**config.mk**
```make
export PLATFORM = sky130hd
export DESIGN_NAME = seg_scan_decoder
export DESIGN_NICKNAME = d
export VERILOG_FILES = /design/src/rtl/seg_pkg.sv /design/src/rtl/seg_glyph_decode.sv /design/src/rtl/seg_scan_decoder.sv
export SDC_FILE = /design/constraint.sdc
export NUM_CORES = 1
export LEC_CHECK = 0
export CAP_MARGIN = 20
export CORE_ASPECT_RATIO = 0.7
export CORE_UTILIZATION = 52
export CTS_CLUSTER_DIAMETER = 60
export DETAILED_ROUTE_END_ITERATION = 12
export HOLD_SLACK_MARGIN = 0.06
export PLACE_DENSITY_LB_ADDON = 0.25
export SKIP_CTS_REPAIR_TIMING = 1
export SLEW_MARGIN = 20
export SYNTH_ARGS = -nofsm -noshare
export SYNTH_HDL_FRONTEND = slang
export SYNTH_SLANG_ARGS = --single-unit
```
**constraint.sdc**
```tcl
create_clock -name clk -period 4.5 [get_ports clk]
set_input_delay 0.9 -clock clk [delete_from_list [all_inputs] [get_ports clk]]
set_output_delay 0.9 -clock clk [all_outputs]
set_load 0.05 [all_outputs]
```
**src/rtl/seg_pkg.sv**
```systemverilog
// Shared definitions for the seven-segment scan decoder.
// Holds the glyph table constants, FSM state type, bus widths and
// small helpers for inspecting the active-low anode select vector.
package seg_pkg;

  localparam int unsigned NUM_DIGITS_DEFAULT = 8;
  localparam int unsigned SEG_W              = 7;
  localparam int unsigned AN_W               = 8;
  localparam int unsigned CNT_W              = 8;
  localparam int unsigned NIB_W              = 4;
  localparam int unsigned VALUE_W            = 32;

  // Active-low abcdefg patterns (bit6 = a ... bit0 = g)
  localparam logic [SEG_W-1:0] SEG_BLANK = 7'b1111111;
  localparam logic [SEG_W-1:0] GLYPH_0   = 7'b0000001;
  localparam logic [SEG_W-1:0] GLYPH_1   = 7'b1001111;
  localparam logic [SEG_W-1:0] GLYPH_2   = 7'b0010010;
  localparam logic [SEG_W-1:0] GLYPH_3   = 7'b0000110;
  localparam logic [SEG_W-1:0] GLYPH_4   = 7'b1001100;
  localparam logic [SEG_W-1:0] GLYPH_5   = 7'b0100100;
  localparam logic [SEG_W-1:0] GLYPH_6   = 7'b1100000;
  localparam logic [SEG_W-1:0] GLYPH_7   = 7'b0001111;
  localparam logic [SEG_W-1:0] GLYPH_8   = 7'b0000000;
  localparam logic [SEG_W-1:0] GLYPH_9   = 7'b0001100;
  localparam logic [SEG_W-1:0] GLYPH_A   = 7'b1110010;
  localparam logic [SEG_W-1:0] GLYPH_B   = 7'b1100110;
  localparam logic [SEG_W-1:0] GLYPH_C   = 7'b1011100;
  localparam logic [SEG_W-1:0] GLYPH_D   = 7'b0110100;
  localparam logic [SEG_W-1:0] GLYPH_E   = 7'b1110000;
  localparam logic [SEG_W-1:0] GLYPH_F   = SEG_BLANK;

  typedef enum logic [1:0] {
    IDLE   = 2'd0,
    SETTLE = 2'd1,
    HELD   = 2'd2
  } seg_state_e;

  // Number of asserted (low) anode lines
  function automatic logic [3:0] an_low_count(input logic [AN_W-1:0] an);
    logic [3:0] n;
    n = '0;
    for (int i = 0; i < int'(AN_W); i++) begin
      if (!an[i]) n = n + 4'd1;
    end
    return n;
  endfunction

  // Position of the asserted anode line (meaningful only when one-hot)
  function automatic logic [2:0] an_index(input logic [AN_W-1:0] an);
    logic [2:0] idx;
    idx = '0;
    for (int i = 0; i < int'(AN_W); i++) begin
      if (!an[i]) idx = 3'(i);
    end
    return idx;
  endfunction

endpackage

```
**src/rtl/seg_glyph_decode.sv**
```systemverilog
// Combinational glyph decoder.
//   seg_n    : active-low abcdefg segment pattern
//   nibble_c : decoded hex value (0 for unknown patterns)
//   legal_c  : 1 when the pattern is one of the 16 known glyphs
module seg_glyph_decode
  import seg_pkg::*;
(
  input  logic [SEG_W-1:0] seg_n,
  output logic [NIB_W-1:0] nibble_c,
  output logic             legal_c
);

  always_comb begin
    nibble_c = '0;
    legal_c  = 1'b1;
    case (seg_n)
      GLYPH_0: nibble_c = 4'h0;
      GLYPH_1: nibble_c = 4'h1;
      GLYPH_2: nibble_c = 4'h2;
      GLYPH_3: nibble_c = 4'h3;
      GLYPH_4: nibble_c = 4'h4;
      GLYPH_5: nibble_c = 4'h5;
      GLYPH_6: nibble_c = 4'h6;
      GLYPH_7: nibble_c = 4'h7;
      GLYPH_8: nibble_c = 4'h8;
      GLYPH_9: nibble_c = 4'h9;
      GLYPH_A: nibble_c = 4'hA;
      GLYPH_B: nibble_c = 4'hB;
      GLYPH_C: nibble_c = 4'hC;
      GLYPH_D: nibble_c = 4'hD;
      GLYPH_E: nibble_c = 4'hE;
      GLYPH_F: nibble_c = 4'hF;
      default: legal_c  = 1'b0;
    endcase
  end

endmodule

```
**src/rtl/seg_scan_decoder.sv**
```systemverilog
// Recovers the value shown on a multiplexed seven-segment display by
// watching its segment and anode lines, and reports complete frames.
// Optional feature macro: SEG_DP_CAPTURE_EN (capture decimal points).
//   clk, rst_n  : clock, async active-low reset
//   seg_n       : segment lines, active-low, bit6=a .. bit0=g
//   an_n        : anode selects, active-low, bit k selects digit k
//   dp_n        : decimal point line, active-low
//   value       : last complete frame, nibble k = digit k
//   dp_out      : last complete frame decimal points (1 = lit)
//   frame_valid : one-cycle pulse when value/dp_out update
//   frame_err   : sticky error flag, re-evaluated at each frame
module seg_scan_decoder
  import seg_pkg::*;
#(
  parameter int unsigned SETTLE_CYC = 4,
  parameter int unsigned NUM_DIGITS = NUM_DIGITS_DEFAULT
) (
  input  logic               clk,
  input  logic               rst_n,
  input  logic [SEG_W-1:0]   seg_n,
  input  logic [AN_W-1:0]    an_n,
  input  logic               dp_n,
  output logic [VALUE_W-1:0] value,
  output logic [AN_W-1:0]    dp_out,
  output logic               frame_valid,
  output logic               frame_err
);

  localparam logic [AN_W-1:0] DIGIT_MASK = AN_W'((32'd1 << NUM_DIGITS) - 32'd1);

  // Synchronizers and previous-sample copy; reset to the idle (all-high) level
  logic [SEG_W-1:0]   seg_s1_q, seg_s2_q, prev_seg_q;
  logic [AN_W-1:0]    an_s1_q, an_s2_q, prev_an_q;
  seg_state_e         state_q, state_d;
  logic [CNT_W-1:0]   cnt_q, cnt_d;
  logic [AN_W-1:0]    seen_q, seen_d;
  logic [VALUE_W-1:0] shadow_val_q, shadow_val_d;
  logic               gerr_q, gerr_d;
  logic [VALUE_W-1:0] value_q, value_d;
  logic               frame_valid_q, frame_valid_d;
  logic               frame_err_q, frame_err_d;

  logic [3:0]         low_cnt_c;
  logic [2:0]         idx_c;
  logic               onehot_c, multi_c, same_c, eval_c, settled_c;
  logic               capture_c, an_err_c, complete_c, gerr_next_c;
  logic [CNT_W-1:0]   cnt_inc_c;
  logic [NIB_W-1:0]   nibble_c;
  logic               legal_c;

`ifdef SEG_DP_CAPTURE_EN
  logic               dp_s1_q, dp_s2_q, prev_dp_q;
  logic [AN_W-1:0]    shadow_dp_q, shadow_dp_d;
  logic [AN_W-1:0]    dp_out_q, dp_out_d;
  logic               dp_same_c;
  assign dp_same_c = (dp_s2_q == prev_dp_q);
  assign dp_out    = dp_out_q;
`else
  logic               unused_dp_n;
  logic               dp_same_c;
  assign unused_dp_n = dp_n;
  assign dp_same_c   = 1'b1;
  assign dp_out      = '0;
`endif

  seg_glyph_decode u_glyph_decode (
    .seg_n    (seg_s2_q),
    .nibble_c (nibble_c),
    .legal_c  (legal_c)
  );

  assign low_cnt_c = an_low_count(an_s2_q);
  assign idx_c     = an_index(an_s2_q);
  assign onehot_c  = (low_cnt_c == 4'd1);
  assign multi_c   = (low_cnt_c > 4'd1);
  assign same_c    = (an_s2_q == prev_an_q) && (seg_s2_q == prev_seg_q) && dp_same_c;
  assign cnt_inc_c = cnt_q + CNT_W'(1);

  // Next-state: HELD/SETTLE fall into the IDLE evaluation in the same cycle on change
  always_comb begin
    state_d   = state_q;
    cnt_d     = cnt_q;
    eval_c    = 1'b0;
    settled_c = 1'b0;
    an_err_c  = 1'b0;
    case (state_q)
      IDLE:   eval_c = 1'b1;
      SETTLE: begin
        if (same_c) begin
          cnt_d = cnt_inc_c;
          if (cnt_inc_c == CNT_W'(SETTLE_CYC)) begin
            settled_c = 1'b1;
            state_d   = HELD;
          end
        end else begin
          eval_c = 1'b1;
        end
      end
      HELD:    eval_c = !same_c;
      default: state_d = IDLE;
    endcase
    if (eval_c) begin
      if (onehot_c) begin
        state_d = SETTLE;
        cnt_d   = CNT_W'(1);
      end else begin
        state_d  = IDLE;
        an_err_c = multi_c;
      end
    end
  end

  assign capture_c   = settled_c && (32'(idx_c) < NUM_DIGITS);
  assign complete_c  = &(seen_q | ~DIGIT_MASK);
  assign gerr_next_c = gerr_q | (capture_c & ~legal_c);

  // Shadow capture and frame hand-off; a same-cycle capture joins the completing frame
  always_comb begin
    shadow_val_d  = shadow_val_q;
    seen_d        = seen_q;
    gerr_d        = gerr_next_c;
    value_d       = value_q;
    frame_valid_d = 1'b0;
    frame_err_d   = frame_err_q | an_err_c | (capture_c & ~legal_c);
`ifdef SEG_DP_CAPTURE_EN
    shadow_dp_d   = shadow_dp_q;
    dp_out_d      = dp_out_q;
`endif
    if (capture_c) begin
      shadow_val_d[{idx_c, 2'b00} +: NIB_W] = nibble_c;
      seen_d[idx_c] = 1'b1;
`ifdef SEG_DP_CAPTURE_EN
      shadow_dp_d[idx_c] = ~dp_s2_q;
`endif
    end
    if (complete_c) begin
      value_d       = shadow_val_d;
      frame_valid_d = 1'b1;
      seen_d        = '0;
      gerr_d        = 1'b0;
      frame_err_d   = gerr_next_c | an_err_c;
`ifdef SEG_DP_CAPTURE_EN
      dp_out_d      = shadow_dp_d;
`endif
    end
  end

  always_ff @(posedge clk or negedge rst_n) begin
    if (!rst_n) begin
      seg_s1_q      <= '1;
      seg_s2_q      <= '1;
      prev_seg_q    <= '1;
      an_s1_q       <= '1;
      an_s2_q       <= '1;
      prev_an_q     <= '1;
      state_q       <= IDLE;
      cnt_q         <= '0;
      seen_q        <= '0;
      shadow_val_q  <= '0;
      gerr_q        <= 1'b0;
      value_q       <= '0;
      frame_valid_q <= 1'b0;
      frame_err_q   <= 1'b0;
`ifdef SEG_DP_CAPTURE_EN
      dp_s1_q       <= 1'b1;
      dp_s2_q       <= 1'b1;
      prev_dp_q     <= 1'b1;
      shadow_dp_q   <= '0;
      dp_out_q      <= '0;
`endif
    end else begin
      seg_s1_q      <= seg_n;
      seg_s2_q      <= seg_s1_q;
      prev_seg_q    <= seg_s2_q;
      an_s1_q       <= an_n;
      an_s2_q       <= an_s1_q;
      prev_an_q     <= an_s2_q;
      state_q       <= state_d;
      cnt_q         <= cnt_d;
      seen_q        <= seen_d;
      shadow_val_q  <= shadow_val_d;
      gerr_q        <= gerr_d;
      value_q       <= value_d;
      frame_valid_q <= frame_valid_d;
      frame_err_q   <= frame_err_d;
`ifdef SEG_DP_CAPTURE_EN
      dp_s1_q       <= dp_n;
      dp_s2_q       <= dp_s1_q;
      prev_dp_q     <= dp_s2_q;
      shadow_dp_q   <= shadow_dp_d;
      dp_out_q      <= dp_out_d;
`endif
    end
  end

  assign value       = value_q;
  assign frame_valid = frame_valid_q;
  assign frame_err   = frame_err_q;

endmodule

```
Word level (Yosys, flattened, before mapping)
Index checks and enable logic that the tools add are counted.

word-level totals
  logic and storage cells = 111
  bits in registers = 130
  output and inout port bits = 42
  input bits = 18

operators by class
  equal/unequal tests = 24
  magnitude comparators = 3
  $add $sub $neg = 9
  bitwise gates (word level) = 7
  mux-type cells = 42
  shifts and indexed selects = 2
  reduce and logical (&&, ||, !) cells = 10

operators with widths
  cell                                                                    count
  4-bit case mux with 15 select lines                                     1
  7-bit == test, second input constant                                    8
  8-bit two-way mux                                                       6
  32-bit bitwise mux                                                      1
  32-bit two-way mux                                                      1
  4-bit by 7-bit variable shift with 32-bit output, first input constant  1
  4-bit by 7-bit indexed part select with 32-bit output                   1
  4-bit by 1-bit adder with 4-bit output, second input constant           7
  4-bit two-way mux                                                       7
  3-bit two-way mux                                                       6
  16-bit OR reduction                                                     1
  7-bit by 4-bit == test with 1-bit output, second input constant         2
  7-bit by 6-bit == test with 1-bit output, second input constant         2
  1-bit two-way mux                                                       14
  8-bit by 1-bit adder with 8-bit output, second input constant           1
  8-bit by 3-bit == test with 1-bit output, second input constant         1
  8-bit == test                                                           1
  8-bit bitwise OR                                                        1
  8-bit AND reduction                                                     1
  7-bit by 1-bit == test with 1-bit output, second input constant         1
  7-bit by 3-bit == test with 1-bit output, second input constant         1
  7-bit by 5-bit == test with 1-bit output, second input constant         1
  7-bit == test                                                           1
  7-bit logical NOT                                                       1
  22 further kinds                                                        29

Depth between registers and ports, before layout
  depth in word-level cells = 21
  depth in mapped cells = 18
  depth with buffers taken out = 18

Hierarchy
A second synthesis with hierarchy kept.

unflattened totals
  cell total of the unflattened synthesis = 544
  area total of the unflattened synthesis = 6521.3 µm²

modules (own cells, without submodules)
  module            times used  cells each  area each (µm²)  sequential area each (µm²)
  seg_scan_decoder  1           480         6074.6           3309.4
  seg_glyph_decode  1           64          446.7            0.0

Worst setup path before layout
Ideal clock, no wire load.

  path kind = register -> register
  start = reg an_s2_q[0]
  end = reg cnt_q[1]
  period minus slack after synthesis = 4.577 ns
  library setup time = 0.133 ns
  buffers on the path = 1
  required time = 4.367 ns
  setup slack = -0.077 ns
  arrival = 4.444 ns
  cell stages (with the launch flop) = 19
  cell sequence = dfstp_2 -> inv_1 -> ha_1 -> buf_2 -> xnor2_1 -> ha_1 -> nor2b_1 -> or3_1 -> a32o_1 -> nor2_1 -> ha_1 -> nand2b_1 -> xnor2_1 -> xnor2_1 -> a21oi_1 -> a31o_1 -> or4_4 -> a211oi_4 -> nor2_1

on the way
  word-level cells in the longest chain between the ends = 18

ends and longest elaborated chain
  element                                   line                     source
  from (decl)                               seg_scan_decoder.sv:33   logic [AN_W-1:0] an_s1_q, an_s2_q, prev_an_q;
  from (signal assigned)                    seg_scan_decoder.sv:176  an_s2_q <= an_s1_q;
  1-bit two-way mux                         seg_pkg.sv:43            if (!an[i]) n = n + 4'd1;
  4-bit by 1-bit adder with 4-bit output    seg_pkg.sv:43
  4-bit two-way mux                         seg_pkg.sv:43
  4-bit by 1-bit adder with 4-bit output    seg_pkg.sv:43
  4-bit two-way mux                         seg_pkg.sv:43
  4-bit by 1-bit adder with 4-bit output    seg_pkg.sv:43
  4-bit two-way mux                         seg_pkg.sv:43
  4-bit by 1-bit adder with 4-bit output    seg_pkg.sv:43
  [... 3 more ...]                          n/a
  4-bit by 1-bit adder with 4-bit output    seg_pkg.sv:43
  4-bit two-way mux                         seg_pkg.sv:43
  4-bit by 1-bit adder with 4-bit output    seg_pkg.sv:43
  4-bit two-way mux                         seg_pkg.sv:43
  4-bit by 1-bit == test with 1-bit output  seg_scan_decoder.sv:74   assign onehot_c = (low_cnt_c == 4'd1);
  8-bit two-way mux                         seg_scan_decoder.sv:103  if (onehot_c) begin
  8-bit two-way mux (*)                     seg_scan_decoder.sv:102  if (eval_c) begin
  via cnt_d[1]                              seg_scan_decoder.sv:35   logic [CNT_W-1:0] cnt_q, cnt_d;
  to (signal assigned)                      seg_scan_decoder.sv:179  cnt_q <= cnt_d;
  to (decl)                                 seg_scan_decoder.sv:35

The timed path passes the listed nets; every way through them passes the cells marked *.
A chain may end at the register's enable or synchronous reset.

Final worst setup path
  start = reg an_s2_q[0]
  end = reg cnt_q[7]

The elaborated chain is that of the path after synthesis.

==> summary.txt <==
Timing
  – RSZ-0062 raised after global routing: false
  – Peak clock frequency supported by timing: 233 MHz
  – # setup viols final: 0
  – Final count of hold timing violations: 0
  – Setup total negative slack: 0 ns
  – Final Max Tran Viols: 0
  – Final clock skew: 0.00975 ns
  – Worst-margin pin slew: 0.916 ns
  – Post-route fraction of the period consumed by the critical path: 95.4%
  – Rel. slew slack: 38.1%
  – Final critical path time including I/O delays and setup: 4.29 ns

Clock network
  – Clock buffer count from CTS: 17
  – Clock tree from TritonCTS: built
  – Number of sinks handled by clock tree synthesis: 130
  – Clock tree root buffer cell: sky130_fd_sc_hd__clkbuf_16
  – Clock transition time at the flip-flop clock pins of the worst setup and hold paths: 0.06 ns
  – Clk Latency, worst-skew pair: 0.41 ns
  – CTS Buffer Depth: 2
  – Maximum level of the CTS H-tree: 4

Worst setup path
  – Reg2reg end: cnt_q[7]
  – Worst Setup SP: an_s2_q[0]
  – Critical-path cell list: inv_1 > ha_1 > xnor2_2 > ha_1 > nor2b_1 > or3_1 > a32o_1 > nor2_2 > ha_1 > nand2b_1 > xnor2_2 > xnor2_2 > a21oi_1 > a31o_1 > or4_4 > a211oi_4 > buf_6 > nor2_1
  – Number of buffers and inverters on the critical path: 2
  – Largest stage delay on the critical path: 0.55 ns
  – Max Fanout on Critical Path: 9
  – Max stage delay cell, worst path: sky130_fd_sc_hd__or4_4
  – Register-to-register setup slack: 0.21 ns
  – Worst setup path category: register to register
  – Gate family responsible for the most delay along the worst path: simple AND/OR/NAND/NOR gates
  – Crit path capture: cnt_q[7]
  – Critical path depth: 18
  – Worst path required time: 4.80 ns
  – Category of the worst setup path capture point: register
  – Worst EP arrival: 4.59 ns
  – Launch instance of the worst register-to-register path: an_s2_q[0]
  – Path depth of the worst reg2reg path: 18
  – Startpoint class of the critical path: register

Hold path
  – Hold/Removal Path Class: register to register

Route
  – Post-DR wirelength/cell: 16.5 um
  – Average via count per standard cell: 5.53
  – Antenna violation net count after detailed routing: 0
  – DRC errors left: 0
  – Vias post-DR: 4080
  – Violation count after the first detailed-routing iteration: 286
  – Total length of routed wires: 12200 um
  – Length of the first detailed-routing pass in iterations: 5

GRT
  – Global Route Usage Sum: 21.4%
  – Total global routing overflow: 0
  – Number of global-route vias before repair: 4047
  – Largest net degree at the start of global routing: 71
  – Global-route wire length before repair: 20100 um
  – Initial antenna violation count: 0

Place
  – Post-detailed-placement half-perimeter wirelength: 8270 um
  – Last weighted congestion value of the routability-driven placer: 0.805
  – IO Port Bufs: 50

Final layout
  – Relative area change from synthesis to final layout: 21.3%
  – Seq. cell area: 3310 um2
  – Number of nets at the end of the flow: 602
  – Core Util, Final: 66.0%
  – Count of fill cells added during filler insertion: 808
  – Ratio of cells with drive above 1 in the final layout: 30.6%
  – Number of antenna cells inserted: 0
  – Multi-input gate area in the final layout: 2660 um2

Floorplan
  – Core Box Area: 11300 um2
  – Floorplan die area: 12200 um2
  – Width of the chip: 132 um
  – Chip height: 92.8 um
  – Effective utilization at floorplan: 54.4%
  – Row Count: 32
  – Count of boundary I/O pins: 60

Flow run
  – Reported max-cap violation count: 0

Status
  – Outcome: completed

Synthesis
  – Portion of the post-synthesis area used by sequential elements: 54.1%
  – Async S/R FF share, synth: 100%
  – Number of storage elements in the synthesis netlist: 130
  – Post-synth top flop: sky130_fd_sc_hd__dfrtp_1
  – Cell Area, Synth: 6120 um2
  – Netlist cell types: 66
  – EDFF count, synth: 0
  – Yosys Warn Count: 0
  – Synthesized instance count: 513
  – Mean instance size in the synthesized netlist: 11.9 um2

Power and ir drop
  – Largest voltage drop on the vdd net: 0.298 mV
  – LEAKAGE: 3.26 nW
  – Power Dens Cells: 395 nW/um2
[metrics by stage]
step	cell area [um2]	worst slack (ns)	hold WS, ns	total power [mW]	std cells
3_5_place_dp	6780	0.0944	0.347	1.58	703
6_report	7430	0.206	0.355	2.93	738
3_3_place_gp	6780	0.206	0.345	1.56	703
2_1_floorplan	6160	0.0773	0.345	1.48	520
5_1_grt	7430	0.00126	0.359	3.05	738
4_1_cts	7370	0.0798	0.356	2.95	735
[how the worst min path moves through the flow]
| stage | start | to | slack [ns] | cells after the start |
|---|---|---|---|---|
| finish | seg_s1_q[2] | seg_s2_q[2] | 0.36 | 0 |
| global route | seg_s1_q[4] | seg_s2_q[4] | 0.36 | 0 |
| CTS | seg_s1_q[2] | seg_s2_q[2] | 0.36 | 0 |
| detailed placement | seg_s1_q[2] | seg_s2_q[2] | 0.35 | 0 |
| global placement | seg_s1_q[2] | seg_s2_q[2] | 0.35 | 0 |
| floorplan | an_s1_q[0] | an_s2_q[0] | 0.35 | 0 |
[routing by layer]
layer	wire, um	vias up	GRT usage [%]
li1	-	1927	-
met2	5880	97	34.0
met1	5810	2048	28.9
met4	95	0	8.33
met5	0	-	0
met3	367	8	4.38
[layout by cell type, fill, tap and decap left out, types with 14 or more instances in the layout]
master	synthesis	layout
sky130_fd_sc_hd__xnor2_1	25	22
sky130_fd_sc_hd__clkbuf_16	0	17
sky130_fd_sc_hd__dfstp_2	45	45
sky130_fd_sc_hd__buf_4	9	14
sky130_fd_sc_hd__nand2_1	24	24
sky130_fd_sc_hd__xor2_1	14	14
sky130_fd_sc_hd__nor2_1	41	39
sky130_fd_sc_hd__dfrtp_1	85	85
sky130_fd_sc_hd__mux2_2	65	65
sky130_fd_sc_hd__clkdlybuf4s50_1	0	49
[synth_stat cells (4+ instances only)]
cell | instances | area, um2
sky130_fd_sc_hd__nand2_1 | 24 | 90.1
sky130_fd_sc_hd__clkbuf_1 | 13 | 48.8
sky130_fd_sc_hd__nand3b_1 | 4 | 30.0
sky130_fd_sc_hd__xor2_1 | 14 | 123
sky130_fd_sc_hd__and4_1 | 4 | 35.0
sky130_fd_sc_hd__dfrtp_1 | 85 | 2130
sky130_fd_sc_hd__a31oi_1 | 7 | 43.8
sky130_fd_sc_hd__nor2b_1 | 13 | 81.3
sky130_fd_sc_hd__nor3_1 | 10 | 50.1
sky130_fd_sc_hd__nor3b_1 | 4 | 30.0
sky130_fd_sc_hd__inv_1 | 9 | 33.8
sky130_fd_sc_hd__xnor2_1 | 25 | 219
sky130_fd_sc_hd__and2_1 | 5 | 31.3
sky130_fd_sc_hd__buf_4 | 9 | 67.6
sky130_fd_sc_hd__o21ai_0 | 11 | 55.1
sky130_fd_sc_hd__ha_1 | 12 | 150
sky130_fd_sc_hd__mux2_2 | 65 | 732
sky130_fd_sc_hd__a21oi_1 | 13 | 65.1
sky130_fd_sc_hd__nand3_1 | 8 | 40.0
sky130_fd_sc_hd__dfstp_2 | 45 | 1180
sky130_fd_sc_hd__nand2b_1 | 13 | 81.3
sky130_fd_sc_hd__buf_2 | 9 | 45.0
sky130_fd_sc_hd__mux2i_1 | 5 | 50.1
sky130_fd_sc_hd__nand4_1 | 11 | 68.8
sky130_fd_sc_hd__nor2_1 | 41 | 154
[flip-flops by register name (all words and copies together) (netlist names)]
name          count
prev_seg_q        7
an_s2_q           8
gerr_q            1
prev_an_q         8
shadow_val_q     32
seg_s1_q          7
seen_q            8
cnt_q             8
frame_err         1
frame_valid       1
seg_s2_q          7
an_s1_q           8
state_q           2
value            32
[report_power, final]
part,switching [mW],total [mW],internal (mW),leakage [nW]
clock,0.574,1.36,0.791,0.292
combinational,0.178,0.323,0.146,1.32
sequential,0.0342,1.24,1.21,1.65
total,0.786,2.93,2.15,3.26
[cell families (layout without fill, tap and decap cells)]
group	Yosys count	after routing	synth area share (%)
compound gates	60	60	6.77
mux	70	70	12.8
simple gates	157	157	14.2
fa+ha+maj	12	12	2.45
xor+xnor	41	41	6.26
buf+inv	42	107	3.43
other cells	1	8	0.0613
flops	130	130	54.1
[final cells by class]
cell class                      count  share of cell area [%]
Multi-Input combinational cell    348                    35.8
Clock buffer                       17                    5.73
Tap cell                          153                    2.58
Clock inverter                     15                    2.26
Timing Repair Buffer               65                    8.54
Sequential cell                   130                    44.6
Inverter                           10                   0.505
Note: power is estimated with default switching activity, not from simulation.
